<file path="src/rtl/ifu_pkg.sv">
// Shared constants and types for the NPC core front end.
// Holds fetch-unit reset values, the NOP substitute and the fetch FSM encoding.
package ifu_pkg;

  localparam int XLEN = 64;
  localparam int ILEN = 32;

  localparam logic [XLEN-1:0] RESET_PC = 64'h0000_0000_8000_0000;
  localparam logic [ILEN-1:0] NOP_INST = 32'h0000_0013;
  localparam logic [XLEN-1:0] PC_STEP  = 64'd4;

  typedef enum logic [1:0] {
    ST_REQ   = 2'd0,
    ST_WAIT  = 2'd1,
    ST_HOLD  = 2'd2,
    ST_DRAIN = 2'd3
  } ifu_state_e;

  function automatic logic pc_misaligned(input logic [XLEN-1:0] pc);
    return pc[1:0] != 2'b00;
  endfunction

endpackage

</file>
<file path="src/rtl/ifu.sv">
// Instruction fetch unit: owns the PC, issues one instruction-memory read at a
// time and hands each fetched word with its PC to the decoder.
module ifu
  import ifu_pkg::*;
(
  input  logic            clk,
  input  logic            rst,
  output logic            imem_req_valid,
  input  logic            imem_req_ready,
  output logic [XLEN-1:0] imem_req_addr,
  input  logic            imem_rsp_valid,
  input  logic [ILEN-1:0] imem_rsp_data,
  input  logic            imem_rsp_err,
  output logic            inst_valid,
  input  logic            inst_ready,
  output logic [ILEN-1:0] inst,
  output logic [XLEN-1:0] inst_pc,
  output logic            inst_err,
  input  logic            redirect_valid,
  input  logic [XLEN-1:0] redirect_pc
);

  ifu_state_e      r_state;
  logic [XLEN-1:0] r_pc;
  logic [XLEN-1:0] r_inst_pc;
  logic [ILEN-1:0] r_inst;
  logic            r_inst_valid;
  logic            r_inst_err;

  logic            w_misaligned;
  logic            w_req_fire;

  // A misaligned PC never reaches memory; it is turned into a faulting NOP.
  assign w_misaligned   = pc_misaligned(r_pc);
  assign imem_req_valid = (r_state == ST_REQ) && !w_misaligned && !rst;
  assign imem_req_addr  = r_pc;
  assign w_req_fire     = imem_req_valid && imem_req_ready;

  assign inst_valid = r_inst_valid;
  assign inst       = r_inst;
  assign inst_pc    = r_inst_pc;
  assign inst_err   = r_inst_err;

  // NOTE: every register lives in this one block and uses <=, so redirect
  // priority over normal sequencing is expressed only by the if/else order.
  always_ff @(posedge clk) begin
    if (rst) begin
      r_state      <= ST_REQ;
      r_pc         <= RESET_PC;
      r_inst_valid <= 1'b0;
      r_inst       <= NOP_INST;
      r_inst_pc    <= '0;
      r_inst_err   <= 1'b0;
    end else if (redirect_valid) begin
      r_pc         <= redirect_pc;
      r_inst_valid <= 1'b0;
      case (r_state)
        // An accepted request still owes a response that must be swallowed.
        ST_REQ:   r_state <= w_req_fire ? ST_DRAIN : ST_REQ;
        ST_WAIT:  r_state <= imem_rsp_valid ? ST_REQ : ST_DRAIN;
        ST_HOLD:  r_state <= ST_REQ;
        ST_DRAIN: r_state <= imem_rsp_valid ? ST_REQ : ST_DRAIN;
        default:  r_state <= ST_REQ;
      endcase
    end else begin
      case (r_state)
        ST_REQ: begin
          if (w_misaligned) begin
            r_inst       <= NOP_INST;
            r_inst_err   <= 1'b1;
            r_inst_pc    <= r_pc;
            r_inst_valid <= 1'b1;
            r_state      <= ST_HOLD;
          end else if (imem_req_ready) begin
            r_state <= ST_WAIT;
          end
        end
        ST_WAIT: begin
          if (imem_rsp_valid) begin
            r_inst       <= imem_rsp_err ? NOP_INST : imem_rsp_data;
            r_inst_err   <= imem_rsp_err;
            r_inst_pc    <= r_pc;
            r_inst_valid <= 1'b1;
            r_state      <= ST_HOLD;
          end
        end
        ST_HOLD: begin
          if (inst_ready) begin
            r_inst_valid <= 1'b0;
            r_pc         <= r_pc + PC_STEP;
            r_state      <= ST_REQ;
          end
        end
        ST_DRAIN: begin
          if (imem_rsp_valid) begin
            r_state <= ST_REQ;
          end
        end
        default: r_state <= ST_REQ;
      endcase
    end
  end

endmodule

</file>
<file path="config.mk">
export PLATFORM = sky130hd
export DESIGN_NAME = ifu
export DESIGN_NICKNAME = d
export VERILOG_FILES = /design/src/rtl/ifu_pkg.sv /design/src/rtl/ifu.sv
export SDC_FILE = /design/constraint.sdc
export NUM_CORES = 1
export LEC_CHECK = 0
export ABC_CLOCK_PERIOD_IN_PS = 3100
export BUFFER_PORTS_ARGS = -buffer_cell sky130_fd_sc_hd__buf_2
export CORE_ASPECT_RATIO = 0.75
export CORE_MARGIN = 4
export CORE_UTILIZATION = 45
export DETAILED_ROUTE_END_ITERATION = 10
export PLACE_DENSITY = 0.74
export SYNTH_ARGS = -nofsm -noshare
export SYNTH_HDL_FRONTEND = slang
export SYNTH_SLANG_ARGS = --single-unit
</file>
<file path="constraint.sdc">
create_clock -name clk -period 3.1 [get_ports clk]
set_input_delay 0.465 -clock clk [delete_from_list [all_inputs] [get_ports clk]]
set_output_delay 0.465 -clock clk [all_outputs]
set_load 0.03 [all_outputs]
</file>
# Word level (Yosys, flattened, before mapping)
# Index checks and enable logic that the tools add are counted.
[op_classes]
div = 0
order_cmp = 0
n_eq_ne = 10
mul = 0
n_bitwise = 1
n_addsub = 1
n_shift = 0
mux = 26
n_reduce_logical = 17
[op_table]
columns = ["op", "n"]
rows = [
  ["two-way mux 64 bit", 5],
  ["one-hot mux 64 bit (2 select lines)", 1],
  ["two-way mux 32 bit", 3],
  ["adder 64 x 3 -> 64 bit, second input constant", 1],
  ["one-hot mux 32 bit (2 select lines)", 1],
  ["two-way mux 2 bit", 8],
  ["AND reduction 4 bit", 3],
  ["!= test 3 bit, second input constant", 3],
  ["one-hot mux 2 bit (4 select lines)", 1],
  ["nonzero test 2 bit", 4],
  ["!= test 2 bit, second input constant", 3],
  ["one-hot mux 2 bit (3 select lines)", 1],
  ["equality test 2 bit, second input constant", 2],
  ["two-way mux 1 bit", 4],
  ["!= test 4 bit, second input constant", 1],
  ["OR reduction 2 bit", 2],
  ["logical AND 1 bit", 3],
  ["one-hot mux 1 bit (3 select lines)", 1],
  ["nonzero test 3 bit", 1],
  ["equality test 2 x 1 -> 1 bit, second input constant", 1],
  ["zero test 1 bit", 2],
  ["zero test 2 bit", 1],
  ["one-hot mux 1 bit (2 select lines)", 1],
  ["AND reduction 2 bit", 1],
  ["NOT 1 bit", 1],
]
[word_totals]
mem_bits_rw = 0
n_memories = 0
mem_bits_ro = 0
reg_bits = 164
latchBits = 0

# Longest topological paths before layout
# Gate-level depths: netlist (run 1).
[logic_depth]
ltp_word = 8
ltp_mapped = 7
depth_no_buf = 6

# Worst setup path after synthesis (run 1)
# Ideal clock, no wire load.
[synth_path]
path_kind = "register to register"
start = "register r_pc[2] (netlist: imem_req_addr[2])"
end = "register r_pc[58] (netlist: imem_req_addr[58])"
path_buffers = 1
setup_time_ns = 0.091
slack_ns = 0.602
stages_incl_launch_ff = 8
t_arrival_ns = 2.407
cell_sequence = "dfxtp_1 -> ha_1 -> nand4b_2 -> nor4_1 -> nand4b_1 -> clkbuf_1 -> or3_1 -> a311oi_1"
[synth_via]
elab_chain_len = 4
[synth_rtl]
columns = ["element", "line", "rtl"]
rows = [
  ["from (decl)", "ifu.sv:24", "logic [XLEN-1:0] r_pc;"],
  ["from (signal assigned)", "ifu.sv:55", "r_pc <= redirect_pc;"],
  ["from (signal assigned)", "ifu.sv:90", "r_pc <= r_pc + PC_STEP;"],
  ["adder 64 x 3 -> 64 bit", "ifu.sv:90", ""],
  ["two-way mux 64 bit", "ifu.sv:88", "if (inst_ready) begin"],
  ["two-way mux 64 bit", "ifu.sv:66", "case (r_state)"],
  ["two-way mux 64 bit", "ifu.sv:54", "end else if (redirect_valid) begin"],
]
# Every way passes these cells. The select of a mux whose other input is x is not followed.
# A chain may end at the register's enable or synchronous reset.

# Final worst setup path (run 1)
[layout_path]
start = "register r_state[1]"
end = "register r_pc[55] (netlist: imem_req_addr[55])"
[layout_via]
elab_chain_len = 3
[layout_rtl]
columns = ["element", "line", "rtl"]
rows = [
  ["from (decl)", "ifu.sv:23", "ifu_state_e r_state;"],
  ["from (signal assigned)", "ifu.sv:59", "ST_REQ: r_state <= w_req_fire ? ST_DRAIN : ST_REQ;"],
  ["from (signal assigned)", "ifu.sv:60", "ST_WAIT: r_state <= imem_rsp_valid ? ST_REQ : ST_DRAIN;"],
  ["from (signal assigned)", "ifu.sv:62", "ST_DRAIN: r_state <= imem_rsp_valid ? ST_REQ : ST_DRAIN;"],
  ["equality test 2 bit", "ifu.sv:66", ""],
  ["nonzero test 2 bit (no line)", "-", ""],
  ["AND reduction 2 bit (no line)", "-", ""],
]
# Every way passes these cells.

==> impl_metrics.csv, run 1 <==
group,metric,value,unit
status,outcome,"completed",
synthesis,synthTopCellsByArea,"dfxtp_1 (45%), nand2_1 (8.9%), a21oi_1 (5.2%), nor2_1 (4.7%), a211oi_1 (3.1%)",
routing,num_vias,7458,
die,die-area,18300,um^2
hold_path,hold_class,"in2reg",
placed_design,port_buffers,265,
synthesis,async_flop_share,0,%
sta,period_minus_slack,2620,ps
synthesis,synth_cells,895,
worst_setup_path,crit_required,3410,ps
routing,drtIter0Drc,472,
synthesis,avgSynthCellArea,8.13,um^2
clock_network,clockBufferDepth,2,
sta,skew,7.38,ps
sta,tightestPinTransition,858,ps
synthesis,ys_warn_count,0,
routing,antenna_left,0,
cells_and_area,finalCoreUtilization,60.1,%
synthesis,synth-edff-count,0,
routing,drt_first_pass_iters,6,
clock_network,cts_resized,0,
placed_design,post_dp_cell_area,8790,um^2
clock_network,cts.clk_slew.worst_paths,60,ps
routing,wl,23700,um
power,ir_drop,0.000408,V
clock_network,cts_root_buffer,"clkbuf_16",
run,cap_viol_max_count,0,
sta,max_slew_margin,42.8,%
routing,routed_via_density,5.53,
sta,period_share,84.5,%
cells_and_area,drive_above_1_share,28.6,%
synthesis,synth.most_common_cell,"nand2_1",
clock_network,cts_hold_buffers,0,
routing,drc_errors,0,
worst_setup_path,critical_path_class,"reg2reg",
synthesis,synth_fp_nets,999,
cells_and_area,area_growth,28.2,%
sta,hold_viol,0,
clock_network,cts_setup_buffers,0,
worst_setup_path,critPathCaptureType,"register",
worst_setup_path,path_max_fanout,13,
die,coreArea,15500,um^2
die,rows,39,
die,io_pins,266,
synthesis,synth_top_area_share,45.1,%
sta,max_freq,0.382,GHz
synthesis,yosys.area.top_type,"dfxtp_1",
sta,slew_violations,0,
worst_setup_path,arrival,2930,ps
die,die_w,155,um
synthesis,netlist-cell-type-count,54,
synthesis,synthesis.area,7280,um^2
clock_network,cts_made_buffers,17,
synthesis,synth-main-ff-cell,"dfxtp_1",
grt,antenna_found_initial,2,
synthesis,ys_ff_latch,164,
grt,grt_pass1_wl,37200,um
clock_network,worstSkewPairLatency,430,ps
placed_design,pre_cts_ws,494,ps
worst_setup_path,critPathLaunchType,"register",
clock_network,cts_tree,"yes",
die,start_util,46.9,%
grt,grt_pass1_vias,6939,
grt,grt_max_degree,89,
cells_and_area,final_area,9330,um^2
grt,grt-ovfl-total,0,
synthesis,synthTopCellsByCount,"nand2_1 (172), dfxtp_1 (164), nor2_1 (92)",
power,cellPowerDensity,533,nW/um^2
sta,setup_viol,0,
clock_network,h-tree-depth,4,
sta,rsz0062_at_grt,"false",
placed_design,gp_congestion,0.829,
die,die_y,118,um
synthesis,ys_seq_area_share,45.1,%
cells_and_area,nFillCells,1460,
sta,fin_ws,479,ps
power,p_leak,4.00,nW
clock_network,cts.sink_count,164,
cells_and_area,final_nets,1237,
routing,avgRoutedWirePerCell,17.5,um
grt,grt_util_all_layers,25.0,%
placed_design,place_hpwl,17100,um
sta,fin_tns_setup,0,ps
path summary, 6_finish.rpt:
check | from | endpoint | slack, ps | cells after the start
max | r_state[1] | imem_req_addr[55] | 480 | 5
min | imem_rsp_data[4] | inst[4] | 250 | 3
max reg2reg | r_state[1] | imem_req_addr[55] | 480 | 5
min reg2reg | inst_pc[1] | inst_pc[1] | 450 | 2
logic make-up (layout without fill, tap and decap cells):
family | count (synthesis) | in the layout | synth area share (%)
and+or+nand+nor | 417 | 417 | 28.1
AOI/OAI and AO/OA | 188 | 188 | 17.4
DFF | 164 | 164 | 45.1
buffers and inverters | 88 | 336 | 4.75
xor gates and xnor gates | 33 | 33 | 3.97
muxes | 4 | 4 | 0.550
adders and majority gates | 1 | 1 | 0.172
other | 0 | 1 | 0
flip-flops by register name, indices dropped and copies added, names as in the netlist:
register / flops
imem_req_addr: 64
inst_err: 1
inst_pc: 64
inst_valid: 1
r_state: 2
inst: 32
metrics by stage:
stage               power [mW]  hold WS (ps)  std cells
floorplan                 2.77           584        895
global placement          3.03           438       1319
CTS                       5.00           238       1348
global route              5.16           245       1349
detailed placement        3.04           444       1319
finish                    4.97           253       1349
cell usage in the layout, fill, tap and decap left out, types with 8 or more instances in the layout:
cell type	count
a2111oi_0	14
a211oi_1	30
a21oi_1	76
a22oi_1	29
a311oi_1	13
and3_1	8
and4_1	17
buf_2	264
buf_4	18
clkbuf_16	17
dfxtp_1	164
inv_1	22
nand2_1	171
nand3_1	27
nand4_1	25
nor2_1	92
nor3_1	18
nor4_1	9
nor4b_1	11
xnor2_1	8
xor2_1	25
power breakdown:
| part | switching, mW | internal [mW] | total [mW] |
|---|---|---|---|
| clock | 0.849 | 1.13 | 1.98 |
| combinational | 0.454 | 0.218 | 0.672 |
| sequential | 0.121 | 2.20 | 2.32 |
| total | 1.42 | 3.55 | 4.97 |
metal layers:
| layer | vias up | share of wire, % | global-route usage [%] |
|---|---|---|---|
| met5 | - | 0.055 | 0 |
| met2 | 301 | 44 | 37.4 |
| met3 | 33 | 9.5 | 7.96 |
| met4 | 2 | 1.9 | 8.22 |
| met1 | 3462 | 45 | 34.4 |
| li1 | 3660 | - | - |
critical path, stage by stage (launching register included):
cell	delay (ps)
dfxtp_1	550
nand3b_4	180
or4_4	590
or3_4	500
or3_1	330
a2111oi_1	350
area by class of cell:
type	instances	area, um^2	share of cell area [%]
repair buffers	284	1500	16.0
clock inverters	9	82.6	0.885
flip-flops and latches	164	3280	35.2
diodes	1	2.50	0.0268
clock buffers	20	457	4.89
inverters	23	86.3	0.925
well taps	205	256	2.75
multi-input cells	643	3670	39.3
Power figures use the tool's default switching activity.
==> inputs of run 2 (changes only) <==
- ABC_AREA: default -> 1
- ABC_CLOCK_PERIOD_IN_PS: 3100 -> 2400
- PLACE_DENSITY: 0.74 -> 0.75
- clock period: 3.1 -> 2.4 ns (I/O delays scaled with it)
==> run 2 against run 1 <==
Clock power rose by 38%. Design area increased by 10%. Sequential share of layout area shrank 3.3 points. Core utilization down 1.8 points. Die area increased by 11%. Global-route usage up 3.6 points. First-iteration DRC count is 93% higher. Worst setup slack worse by 170 ps. Power up 40%. Clock skew is 5.3 ps higher. Non-clock buffer count rose by 6. Final cell count grew 26%.
==> impl_metrics.csv, run 2 <==
group,metric,value,unit
synthesis,synth_compound_area_share,17.4,%
clock_network,cts.clk_slew.worst_paths,80,ps
synthesis,synth.area.mux_share,0,%
worst_setup_path,crit_required,2740,ps
sta,period_minus_slack,2090,ps
routing,drtIter0Drc,912,
hold_path,holdPathEnd,"imem_req_addr[0]",
synthesis,synth_cells,1190,
synthesis,synth_fp_nets,1294,
clock_network,cts_setup_buffers,0,
die,die_y,124,um
synthesis,synthAdderAreaFrac,0.154,%
grt,use_met2,43.2,%
synthesis,synthTopCellsByCount,"nand2_1 (322), dfxtp_1 (164), nor2_1 (150)",
die,io_pins,266,
synthesis,async_flop_share,0,%
sta,fin_tns_setup,0,ps
clock_network,worstSkewPairLatency,440,ps
cells_and_area,drive_above_1_share,26.0,%
synthesis,netlist-cell-type-count,36,
worst_setup_path,startpoint,"imem_req_addr[2]",
cells_and_area,area_growth,26.8,%
worst_setup_path,arrival,2440,ps
worst_setup_path,critical_path_class,"reg2reg",
routing,avgRoutedWirePerCell,17.7,um
sta,skew,12.7,ps
sta,slew_violations,0,
grt,grt_pass1_wl,46300,um
cells_and_area,final-instance-count-excl-fill,1696,
clock_network,cts_made_buffers,17,
clock_network,cts_root_buffer,"clkbuf_16",
grt,met3_usage,7.28,%
routing,num_vias,9129,
hold_path,holdCritStartpoint,"redirect_pc[0]",
clock_network,clockBufferDepth,2,
synthesis,synth-main-ff-cell,"dfxtp_1",
grt,grt_max_degree,71,
sta,setup_viol,0,
placed_design,port_buffers,265,
power,total_power,6.97,mW
worst_setup_path,reg2reg_from,"imem_req_addr[2]",
clock_network,cts_resized,0,
synthesis,avgSynthCellArea,6.82,um^2
routing,drc_errors,0,
synthesis,ys_seq_area_share,40.4,%
worst_setup_path,critPathLaunchType,"register",
synthesis,ys_warn_count,0,
clock_network,cts_hold_buffers,0,
power,cellPowerDensity,677,nW/um^2
run,cap_viol_max_count,0,
grt,gr-max-usage-layer,"met2",
grt,antenna_found_initial,0,
sta,hold_viol,0,
routing,wl,30000,um
synthesis,synth.most_common_cell,"nand2_1",
placed_design,dp_cells,1664,
die,coreArea,17700,um^2
sta,max_slew_margin,57.0,%
synthesis,synthesis.area,8120,um^2
worst_setup_path,r2r_setup_slack,310,ps
cells_and_area,antenna_cells,0,
synthesis,synth_top_family_by_area,"simple AND/OR/NAND/NOR gates",
synthesis,ys_ff_latch,164,
clock_network,h-tree-depth,4,
sta,max_freq,0.478,GHz
power,p_leak,4.65,nW
die,start_util,46.0,%
grt,grt_util_all_layers,28.6,%
die,die_w,163,um
die,die-area,20300,um^2
worst_setup_path,path_max_fanout,6,
clock_network,cts_tree,"yes",
synthesis,yosys.area.top_type,"dfxtp_1",
placed_design,gp_congestion,0.978,
grt,grt_pass1_vias,8338,
sta,rsz0062_at_grt,"false",
cells_and_area,most-common-layout-cells,"nand2_1 (322), buf_2 (264), dfxtp_1 (164), nor2_1 (150), a21oi_1 (107)",
routing,drt_first_pass_iters,5,
routing,routed_via_density,5.38,
synthesis,synth-edff-count,0,
worst_setup_path,reg2reg_depth,12,
routing,antenna_left,0,
synthesis,synth_top_area_share,40.4,%
synthesis,synthTopCellsByArea,"dfxtp_1 (40%), nand2_1 (15%), nor2_1 (6.9%), a21oi_1 (6.6%), o21ai_0 (4.4%)",
hold_path,hold_path_depth,3,
worst_setup_path,reg2reg_to,"imem_req_addr[50]",
worst_setup_path,critPathCaptureType,"register",
status,outcome,"completed",
synthesis,yosys.area_share.simple,32.3,%
sta,tightestPinTransition,646,ps
clock_network,cts.sink_count,164,
cells_and_area,final_nets,1545,
hold_path,hold_class,"in2reg",
sta,period_share,87.2,%
grt,met1_usage,42.1,%
placed_design,place_hpwl,22900,um
power,ir_drop,0.000405,V
die,rows,42,
grt,grt-ovfl-total,0,
synthesis,yosys.area_share.xor_xnor,2.05,%
cells_and_area,final_common_cell,"nand2_1",
==> run 2: changes by cell type after synthesis, sizes merged, moves of 24 or more <==
cell,delta
nand3,+24
a21oi,+33
a211oi,-30
inv,+74
nand2,+169
o21ai,+73
nor2,+81
==> run 2: routing by layer <==
layer	wire (um)	share of wire [%]
met4	321	1.1
met2	12900	43
met3	3110	10
met5	0	0
met1	13700	46
==> run 2: logic make-up (layout without fill, tap and decap cells) <==
kind of cell / count (synthesis) / count (layout)
fa+ha+maj: 1 / 1
compound gates: 254 / 254
xor+xnor: 19 / 19
buf+inv: 155 / 419
flops: 164 / 164
simple gates: 597 / 597
==> run 2: how the worst max path moves through the flow <==
stage	to	slack, ps	depth (start not counted)
floorplan	imem_req_addr[60]	490	12
global placement	imem_req_addr[50]	400	12
detailed placement	imem_req_addr[50]	330	12
CTS	imem_req_addr[50]	300	12
global route	imem_req_addr[50]	170	12
finish	imem_req_addr[50]	310	12
==> run 2: layout make-up <==
| class | instances | area [um^2] |
|---|---|---|
| clock buffers | 17 | 425 |
| clock inverters | 15 | 164 |
| fillers | 1765 | 7360 |
| inverters | 97 | 364 |
| multi-input cells | 871 | 4220 |
| flip-flops and latches | 164 | 3280 |
| well taps | 242 | 303 |
| repair buffers | 290 | 1540 |
==> run 2: stage by stage <==
stage               hold WS (ps)  cell area (um^2)  worst slack, ps  utilization (%)
finish                       144             10300              307             58.3
global route                 144             10300              172             58.3
CTS                          133             10300              304             58.3
detailed placement           453              9710              332             55.0
global placement             449              9710              397             55.0
floorplan                    478              8120              493                -
==> run 2: power breakdown <==
part	total (mW)	switching, mW	internal, mW
registers	3.04	0.159	2.88
clock network	2.74	1.34	1.39
logic	1.19	0.838	0.356
==> run 2: worst max-delay path, stage by stage (launching register included) <==
cell and delay (ps):
dfxtp_1 430, ha_1 240, inv_1 70, nor2_2 210, nand2_4 140, nor2_8 200
nand2_4 120, nor3_4 260, nand2_1 90, nand2_1 70, nand3_1 60, nand2_1 80
inv_1 30
==> inputs of run 3 (changes only) <==
- ABC_CLOCK_PERIOD_IN_PS: 2400 -> 2200
- PLACE_DENSITY: 0.75 -> 0.72
- REMOVE_ABC_BUFFERS: default -> 1
- clock period: 2.4 -> 2.2 ns (I/O delays scaled with it)
==> run 3 against run 2 <==
Hold slack worse by 42 ps. Clock skew is 2.6 ps lower. Routed wire length is 3.9% lower. Sequential power is 8.9% higher. Combinational power is 11% higher. Power is 8.9% higher. Die area stayed put. First-iteration DRC count is 11% higher. Via count is 0.87% lower. Critical path type unchanged. Largest cell class unchanged. Highest routed layer unchanged.
==> impl_metrics.csv, run 3 (synthesis results as in run 2) <==
group,metric,value,unit
power,total_power,7.59,mW
routing,drt_first_pass_iters,6,
placed_design,post_dp_cell_area,9780,um^2
routing,avgRoutedWirePerCell,16.9,um
clock_network,cts_made_buffers,17,
status,outcome,"completed",
routing,routed_via_density,5.30,
cells_and_area,final-instance-count-excl-fill,1706,
routing,drc_errors,0,
die,die-area,20300,um^2
cells_and_area,most-common-layout-cells,"nand2_1 (322), buf_2 (264), dfxtp_1 (164), nor2_1 (150), a21oi_1 (107)",
clock_network,h-tree-depth,4,
sta,fin_tns_setup,0,ps
sta,max_freq,0.501,GHz
placed_design,place_hpwl,21600,um
clock_network,cts_setup_buffers,0,
sta,rsz0062_at_grt,"false",
die,start_util,46.0,%
placed_design,gp_congestion,1.03,
cells_and_area,nFillCells,1734,
clock_network,clockBufferDepth,2,
sta,setup_viol,0,
worst_setup_path,crit_required,2520,ps
sta,fin_ws,205,ps
sta,tightestPinTransition,574,ps
routing,drtIter0Drc,1009,
grt,antenna_found_initial,0,
worst_setup_path,arrival,2310,ps
clock_network,cts.clk_slew.worst_paths,70,ps
sta,whs,102,ps
die,die_w,163,um
hold_path,hold_class,"in2reg",
die,rows,42,
die,die_y,124,um
sta,slew_violations,0,
grt,grt-ovfl-total,0,
worst_setup_path,reg2reg_from,"imem_req_addr[3]",
run,cap_viol_max_count,0,
placed_design,dp_cells,1674,
cells_and_area,drive_above_1_share,26.5,%
power,cellPowerDensity,733,nW/um^2
cells_and_area,area_growth,27.5,%
die,io_pins,266,
grt,grt_max_degree,70,
worst_setup_path,critPathLaunchType,"register",
die,coreArea,17700,um^2
routing,wl,28800,um
clock_network,worstSkewPairLatency,440,ps
worst_setup_path,critPathCaptureType,"register",
worst_setup_path,startpoint,"imem_req_addr[3]",
cells_and_area,final_nets,1555,
cells_and_area,final_area,10400,um^2
sta,hold_viol,0,
clock_network,cts_tree,"yes",
worst_setup_path,path_max_fanout,6,
power,ir_drop,0.000383,V
sta,period_minus_slack,1990,ps
sta,period_share,90.7,%
placed_design,pre_cts_ws,299,ps
grt,grt_pass1_vias,8456,
clock_network,cts_root_buffer,"clkbuf_16",
clock_network,cts_hold_buffers,0,
clock_network,cts.sink_count,164,
hold_path,holdCritStartpoint,"imem_rsp_data[4]",
grt,grt_pass1_wl,45300,um
cells_and_area,final_common_cell,"nand2_1",
routing,antenna_left,0,
routing,num_vias,9050,
placed_design,port_buffers,265,
sta,max_slew_margin,61.7,%
cells_and_area,finalCoreUtilization,58.7,%
sta,skew,10.1,ps
grt,grt_util_all_layers,27.8,%
worst_setup_path,critical_path_class,"reg2reg",
clock_network,cts_resized,0,
power,p_leak,4.70,nW
cells_and_area,antenna_cells,0,
run 3: final timing paths:
| path | endpoint | slack (ps) | depth (start not counted) |
|---|---|---|---|
| max | imem_req_addr[62] | 210 | 10 |
| min | inst[4] | 100 | 3 |
| max reg2reg | imem_req_addr[62] | 210 | 10 |
| min reg2reg | inst_pc[25] | 460 | 2 |
run 3: routing by layer:
layer	GRT usage, %	share of wire [%]	wire (um)
met3	8.17	9.8	2820
met5	0	0	0
met4	6.66	1.6	453
met2	41.3	43	12400
met1	39.8	46	13200
run 3: critical path, cell delays in order (launching register included):
cell and delay (ps):
dfxtp_1 410, ha_1 230, inv_1 60, nor2_2 180, nand2_4 120, nor2_1 270
nand2_1 150, o21ai_0 180, nand3_1 100, nand2_1 90, a21oi_1 60
run 3: power breakdown:
group	leakage, nW	switching, mW	internal [mW]
Combinational	3.08	0.920	0.403
Sequential	1.34	0.168	3.14
Clock	0.276	1.37	1.59
run 3: layout make-up:
class | count | area [um^2] | area share [%]
clock inverters | 15 | 149 | 1.44
multi-input cells | 871 | 4220 | 40.7
well taps | 242 | 303 | 2.92
clock buffers | 17 | 425 | 4.11
flip-flops and latches | 164 | 3280 | 31.7
repair buffers | 300 | 1620 | 15.6
inverters | 97 | 364 | 3.52
